File: config.mk
export PLATFORM = sky130hd
export DESIGN_NAME = decrypting_entity
export DESIGN_NICKNAME = d
export VERILOG_FILES = /design/src/rtl/decrypting_entity.sv
export SDC_FILE = /design/constraint.sdc
export NUM_CORES = 2
export LEC_CHECK = 0
export ABC_CLOCK_PERIOD_IN_PS = 41700
export CORE_ASPECT_RATIO = 1.75
export CORE_MARGIN = 1
export CORE_UTILIZATION = 35
export CTS_CLUSTER_DIAMETER = 30
export DETAILED_ROUTE_END_ITERATION = 12
export SLEW_MARGIN = 20
export SYNTH_ARGS = -nofsm -noshare
export SYNTH_HDL_FRONTEND = slang
export SYNTH_SLANG_ARGS = --single-unit
File: constraint.sdc
create_clock -name clk -period 41.7 [get_ports clk]
set_input_delay 4.17 -clock clk [delete_from_list [all_inputs] [get_ports clk]]
set_output_delay 4.17 -clock clk [all_outputs]
set_load 0.1 [all_outputs]
File: src/rtl/decrypting_entity.sv
// ---------------------------------------------------------------------------
// decrypting_entity
//   ElGamal decryption engine: m = c2 * c1^(p-1-a) mod p.
//   The inverse of c1^a is obtained through Fermat's little theorem, so the
//   datapath is one bit-serial modular multiplier. A fixed-iteration
//   square-and-multiply exponentiator drives that multiplier.
//
// Ports
//   clk, rst                       clock (rising edge), async active-high reset
//   input_p_*   (SIZE)             prime modulus p           (AXI-stream sink)
//   input_key_* (SIZE)             private key a             (AXI-stream sink)
//   input_a_*   (SIZE)             ciphertext c1             (AXI-stream sink)
//   input_b_*   (SIZE)             ciphertext c2             (AXI-stream sink)
//   output_m_*  (SIZE)             recovered message m       (AXI-stream source)
//   output_err                     qualifies output_m_tdata, 1 = operands rejected
//
// State | meaning
//   IDLE  | waiting for all four input streams to be valid together
//   CHECK | operand range check, set up exponent e = p-1-a
//   SQR   | t = acc*acc mod p                     (SIZE cycles)
//   MUL   | u = t*c1 mod p, always run            (SIZE cycles)
//   NEXT  | acc = e[idx] ? u : t, step bit index
//   FINAL | m = c2*acc mod p                      (SIZE cycles)
//   DONE  | result presented until output handshake
// ---------------------------------------------------------------------------
module decrypting_entity #(
   parameter int SIZE = 64
) (
   input  logic            clk,
   input  logic            rst,

   input  logic [SIZE-1:0] input_p_tdata,
   input  logic            input_p_tvalid,
   output logic            input_p_tready,

   input  logic [SIZE-1:0] input_key_tdata,
   input  logic            input_key_tvalid,
   output logic            input_key_tready,

   input  logic [SIZE-1:0] input_a_tdata,
   input  logic            input_a_tvalid,
   output logic            input_a_tready,

   input  logic [SIZE-1:0] input_b_tdata,
   input  logic            input_b_tvalid,
   output logic            input_b_tready,

   output logic [SIZE-1:0] output_m_tdata,
   output logic            output_m_tvalid,
   input  logic            output_m_tready,

   output logic            output_err
);

   localparam int IDX_W = (SIZE > 1) ? $clog2(SIZE) : 1;
   localparam logic [IDX_W-1:0] LAST_BIT = IDX_W'(SIZE - 1);

   typedef enum logic [2:0] {
      S_IDLE,
      S_CHECK,
      S_SQR,
      S_MUL,
      S_NEXT,
      S_FINAL,
      S_DONE
   } state_t;

   state_t            state_q;
   logic [SIZE-1:0]   p_q;
   logic [SIZE-1:0]   e_q;       // holds key a until CHECK, exponent afterwards
   logic [SIZE-1:0]   c1_q;
   logic [SIZE-1:0]   c2_q;
   logic [SIZE-1:0]   acc_q;
   logic [SIZE-1:0]   t_q;
   logic [SIZE-1:0]   u_q;
   logic [SIZE-1:0]   r_q;       // multiplier partial remainder
   logic [IDX_W-1:0]  cnt_q;     // multiplier bit counter, counts down
   logic [IDX_W-1:0]  idx_q;     // exponent bit index, counts down
   logic [SIZE-1:0]   m_q;
   logic              err_q;
   logic              tvalid_q;

   logic              accept;
   logic              bad_ops;

   logic [SIZE-1:0]   mul_x;
   logic [SIZE-1:0]   mul_y;
   logic [SIZE:0]     dbl;
   logic [SIZE-1:0]   dbl_red;
   logic [SIZE:0]     sum;
   logic [SIZE-1:0]   sum_red;
   logic [SIZE-1:0]   r_nxt;

   // Joint handshake: all four streams transfer on the same edge or none does.
   always_comb begin
      accept = (state_q == S_IDLE) && !rst &&
               input_p_tvalid && input_key_tvalid &&
               input_a_tvalid && input_b_tvalid;
   end

   assign input_p_tready   = accept;
   assign input_key_tready = accept;
   assign input_a_tready   = accept;
   assign input_b_tready   = accept;

   assign output_m_tdata  = m_q;
   assign output_m_tvalid = tvalid_q;
   assign output_err      = err_q;

   // p < 3 is tested first, so the wrap of p-2 for tiny p is harmless.
   always_comb begin
      bad_ops = (p_q < SIZE'(3)) ||
                (e_q > (p_q - SIZE'(2))) ||
                (c1_q == '0) ||
                (c1_q >= p_q) ||
                (c2_q >= p_q);
   end

   // Operand selection for the shared multiplier.
   always_comb begin
      mul_x = acc_q;
      mul_y = acc_q;
      case (state_q)
         S_MUL: begin
            mul_x = t_q;
            mul_y = c1_q;
         end
         S_FINAL: begin
            mul_x = c2_q;
            mul_y = acc_q;
         end
         default: begin
            mul_x = acc_q;
            mul_y = acc_q;
         end
      endcase
   end

   // One MSB-first interleaved step. r < p keeps 2r and r+y below 2p, so
   // SIZE+1 bits are enough. After a single conditional subtract the value
   // is below p, which makes the low SIZE bits of the difference exact.
   always_comb begin
      dbl     = {r_q, 1'b0};
      dbl_red = (dbl >= {1'b0, p_q}) ? (dbl[SIZE-1:0] - p_q) : dbl[SIZE-1:0];
      sum     = {1'b0, dbl_red} + {1'b0, mul_y};
      sum_red = (sum >= {1'b0, p_q}) ? (sum[SIZE-1:0] - p_q) : sum[SIZE-1:0];
      r_nxt   = mul_x[cnt_q] ? sum_red : dbl_red;
   end

   always_ff @(posedge clk or posedge rst) begin
      if (rst) begin
         state_q  <= S_IDLE;
         p_q      <= '0;
         e_q      <= '0;
         c1_q     <= '0;
         c2_q     <= '0;
         acc_q    <= '0;
         t_q      <= '0;
         u_q      <= '0;
         r_q      <= '0;
         cnt_q    <= '0;
         idx_q    <= '0;
         m_q      <= '0;
         err_q    <= 1'b0;
         tvalid_q <= 1'b0;
      end else begin
         case (state_q)
            S_IDLE: begin
               if (accept) begin
                  p_q     <= input_p_tdata;
                  e_q     <= input_key_tdata;
                  c1_q    <= input_a_tdata;
                  c2_q    <= input_b_tdata;
                  state_q <= S_CHECK;
               end
            end

            S_CHECK: begin
               if (bad_ops) begin
                  m_q      <= '0;
                  err_q    <= 1'b1;
                  tvalid_q <= 1'b1;
                  state_q  <= S_DONE;
               end else begin
                  e_q     <= p_q - SIZE'(1) - e_q;
                  acc_q   <= SIZE'(1);
                  idx_q   <= LAST_BIT;
                  r_q     <= '0;
                  cnt_q   <= LAST_BIT;
                  state_q <= S_SQR;
               end
            end

            S_SQR: begin
               if (cnt_q == '0) begin
                  t_q     <= r_nxt;
                  r_q     <= '0;
                  cnt_q   <= LAST_BIT;
                  state_q <= S_MUL;
               end else begin
                  r_q   <= r_nxt;
                  cnt_q <= cnt_q - 1'b1;
               end
            end

            S_MUL: begin
               if (cnt_q == '0) begin
                  u_q     <= r_nxt;
                  r_q     <= '0;
                  cnt_q   <= LAST_BIT;
                  state_q <= S_NEXT;
               end else begin
                  r_q   <= r_nxt;
                  cnt_q <= cnt_q - 1'b1;
               end
            end

            S_NEXT: begin
               acc_q <= e_q[idx_q] ? u_q : t_q;
               r_q   <= '0;
               cnt_q <= LAST_BIT;
               if (idx_q == '0) begin
                  state_q <= S_FINAL;
               end else begin
                  idx_q   <= idx_q - 1'b1;
                  state_q <= S_SQR;
               end
            end

            S_FINAL: begin
               if (cnt_q == '0) begin
                  m_q      <= r_nxt;
                  err_q    <= 1'b0;
                  tvalid_q <= 1'b1;
                  state_q  <= S_DONE;
               end else begin
                  r_q   <= r_nxt;
                  cnt_q <= cnt_q - 1'b1;
               end
            end

            S_DONE: begin
               if (output_m_tready) begin
                  m_q      <= '0;
                  err_q    <= 1'b0;
                  tvalid_q <= 1'b0;
                  state_q  <= S_IDLE;
               end
            end

            default: begin
               state_q <= S_IDLE;
            end
         endcase
      end
   end

endmodule

==> results.yml <==
synthesis:
  synth.distinct_cells: 94
  synth_warnings: 0
  async_flop_share_pct: 100
  syn_area_per_cell_um2: 8.40
  synth_nets: 6594
  yosysSeqAreaShare_pct: 30.1
  netlist_area_um2: 49300
  synth-edff-count: 0
  syn_inst: 5874
  synth_top_flop_cell: "dfrtp_1"
  synth-seq-cells: 593
detailed_routing:
  ant_nets: 0
  wl_um: 230000
  maxUsedRoutingLayer: "met4"
  firstDrtPassIters: 7
  met1Wirelength_um: 87900
  vias_per_cell: 6.05
  drc_errors: 0
  dr_wl_met2_um: 109000
  wl_per_cell_um: 28.6
  vias: 48600
  drtIter0Drc: 4900
  dr_wl_met3_um: 14400
floorplan:
  core_um2: 140000
  initial_core_util_pct: 35.4
  placementRows: 181
  die_h_um: 499
  ios: 333
  fp.dieW_um: 286
  die_area_um2: 142000
setup_path:
  worst-path-max-fanout: 50
  ff2ff_setup_slack_ns: 28.27
  critPathRequiredTime_ns: 42.28
  critical_path.slowest_cell: "a2111oi_2"
  slowest_delay_ns: 1.07
  startpoint_type: "flop"
  worstSetupEndpointType: "flop"
  crit_type: "reg2reg"
  crit_arrival_ns: 14.01
final_layout:
  final_util_pct: 41.9
  stdcell_area_um2: 58500
  syn2layout_area_growth_pct: 18.6
  fill_cells: 14100
  register_area_um2: 14800
  final_net_count: 6826
  multiInputGateArea_um2: 32300
  drive_gt1_share_pct: 9.85
cts:
  cts_setup_buffers: 0
  clk_path_buf_depth: 3
  tritoncts: "built"
  insertion_delay_ns: 0.75
  htreeDepth: 3
  cts_buffers: 111
  post_cts_resized: 0
  cts_root_buf: "clkbuf_16"
  ctsHoldBuffers: 0
  cts.clk_slew.worst_paths_ns: 0.06
  numClockSinks: 593
status:
  outcome: "completed"
timing:
  maxSlewHeadroom_pct: 11.8
  rsz0062_at_grt: "false"
  drv_slew: 0
  setup_viol: 0
  setup_tns_ns: 0
  worstMarginPinSlew_ns: 1.31
  fin_crit_sh_pct: 32.2
  finalClockSkew_ns: 0.0648
  final_hold_viol_count: 0
  max_freq_mhz: 74.5
  period_minus_slack_ns: 13.43
  layout_setup_ws_ns: 28.27
hold_path:
  hold_path_class: "reg2reg"
placed_design:
  post_dp_cell_area_um2: 54500
  pre_cts_slack_ns: 28.67
  dp_hpwl_um: 181000
  place.gp.congestion: 1.05
  port_buffers: 332
global_route:
  antenna_found_initial: 3
  grt_max_degree: 153
  grt_pass1_vias: 48200
  grt_util_all_layers_pct: 31.6
  grt_pass1_wl_um: 330000
  gr-total-overflow: 0
pwr:
  leakage_uw: 0.0269
  ir_worst_vdd_mv: 0.0294
  cellPowerDensity_nw_per_um2: 27.0
job:
  drv_cap: 0
## cell type report
type,count,area share (%)
multi-input combinational,4707,55.3
sequential,593,25.4
timing repair buffer,422,6.90
clock buffer,122,4.92
tap,1830,3.91
clock inverter,88,1.83
inverter,271,1.75
antenna,4,0.0171
## critical path, delay by kind of cell, from the launching register on
kind | cells | cell delay (ns)
flip-flops | 1 | 0.40
multiplexers | 3 | 1.38
adder cells (fa/ha/maj) | 3 | 1.03
buffers and inverters | 3 | 1.41
AND/OR/NAND/NOR | 7 | 3.12
AO/OA/AOI/OAI | 17 | 5.76
## synthesized netlist by cell type, types with 13 or more instances
| cell | number | area share (%) |
|---|---|---|
| o31ai_1 | 50 | 0.76 |
| buf_2 | 46 | 0.47 |
| nor4_1 | 60 | 0.76 |
| or3_1 | 35 | 0.44 |
| a221o_1 | 13 | 0.26 |
| clkbuf_1 | 224 | 1.7 |
| mux2i_1 | 137 | 2.8 |
| a221oi_1 | 61 | 1.1 |
| xnor2_1 | 181 | 3.2 |
| and4_1 | 15 | 0.27 |
| o211ai_1 | 50 | 0.76 |
| mux4_2 | 40 | 1.8 |
| a22o_1 | 31 | 0.55 |
| nor2b_1 | 44 | 0.56 |
| nand4_1 | 100 | 1.3 |
| nand3_1 | 114 | 1.2 |
| nor2_1 | 275 | 2.1 |
| o22ai_1 | 70 | 0.89 |
| xor2_1 | 86 | 1.5 |
| o21a_1 | 46 | 0.70 |
| or2_2 | 15 | 0.19 |
| nand2_1 | 923 | 7.0 |
| nand2b_1 | 33 | 0.42 |
| a31oi_1 | 75 | 0.95 |
| mux2_2 | 206 | 4.7 |
| o21bai_1 | 51 | 0.78 |
| dfrtp_1 | 593 | 30 |
| a21oi_1 | 385 | 3.9 |
| nor3_1 | 97 | 0.98 |
| buf_1 | 22 | 0.17 |
| a21o_1 | 154 | 2.3 |
| o21ai_0 | 535 | 5.4 |
| a21boi_0 | 16 | 0.24 |
| inv_1 | 267 | 2.0 |
| a211oi_1 | 40 | 0.61 |
| a211o_1 | 14 | 0.25 |
| and3_1 | 42 | 0.53 |
| ha_1 | 453 | 11 |
| a22oi_1 | 19 | 0.29 |
| and2_1 | 36 | 0.46 |
## flip-flops by register name, indices dropped and copies added (netlist names), 64 cells and up
name	flops
t_q	64
c1_q	64
r_q	64
acc_q	64
u_q	64
p_q	64
output_m_tdata	64
e_q	64
c2_q	64
## through the flow
| step | power (µW) | instances | hold slack (ns) |
|---|---|---|---|
| 2_1_floorplan | 597 | 5874 | 0.448 |
| 3_3_place_gp | 630 | 7822 | 0.461 |
| 3_5_place_dp | 630 | 7822 | 0.470 |
| 4_1_cts | 1590 | 8032 | 0.482 |
| 5_1_grt | 1610 | 8034 | 0.502 |
| 6_report | 1580 | 8037 | 0.480 |
## per-layer routing
layer	vias up	global-route usage (%)
li1	22000	-
met1	23900	36.9
met2	2144	53.0
met3	602	4.23
met4	0	22.7
met5	-	0
## cells in the final DEF, fill, tap and decap left out, drive strengths merged, types with 44 or more instances in the layout
master,n
clkdlybuf4s50,332
o21ai,548
nor4,62
a221oi,62
xor2,86
dfrtp,593
nand3,114
mux2i,137
o22ai,70
o31ai,50
a21oi,386
nor2,275
o21bai,51
a31oi,75
o211ai,51
nor2b,44
ha,453
a21o,154
o21a,46
nand4,100
mux2,208
nor3,97
nand2,925
xnor2,181
inv,318
buf,90
clkbuf,122
## power breakdown
group	switching, µW	internal (µW)
sequential	0	576
combinational	20.4	23.2
clock	395	563
## worst paths after layout
| path | to | from | cells after the start |
|---|---|---|---|
| setup / recovery | r_q[32] | p_q[8] | 33 |
| hold / removal | u_q[6] | u_q[6] | 2 |
| setup reg to reg | r_q[32] | p_q[8] | 33 |
| hold reg to reg | u_q[6] | u_q[6] | 2 |
| max in group asynchronous | r_q[48] | rst | 4 |
| min in group asynchronous | e_q[25] | rst | 2 |
## logic make-up (layout without fill, tap and decap cells)
group | count (synthesis) | after routing | synth area share [%]
other | 0 | 4 | 0
xor gates and xnor gates | 267 | 267 | 4.74
and+or+nand+nor | 1831 | 1831 | 16.8
muxes | 385 | 385 | 9.36
buffers and inverters | 574 | 903 | 4.62
AOI/OAI and AO/OA | 1767 | 1767 | 22.7
DFF | 593 | 593 | 30.1
adders and majority gates | 457 | 457 | 11.7
Power figures use the tool's default switching activity.
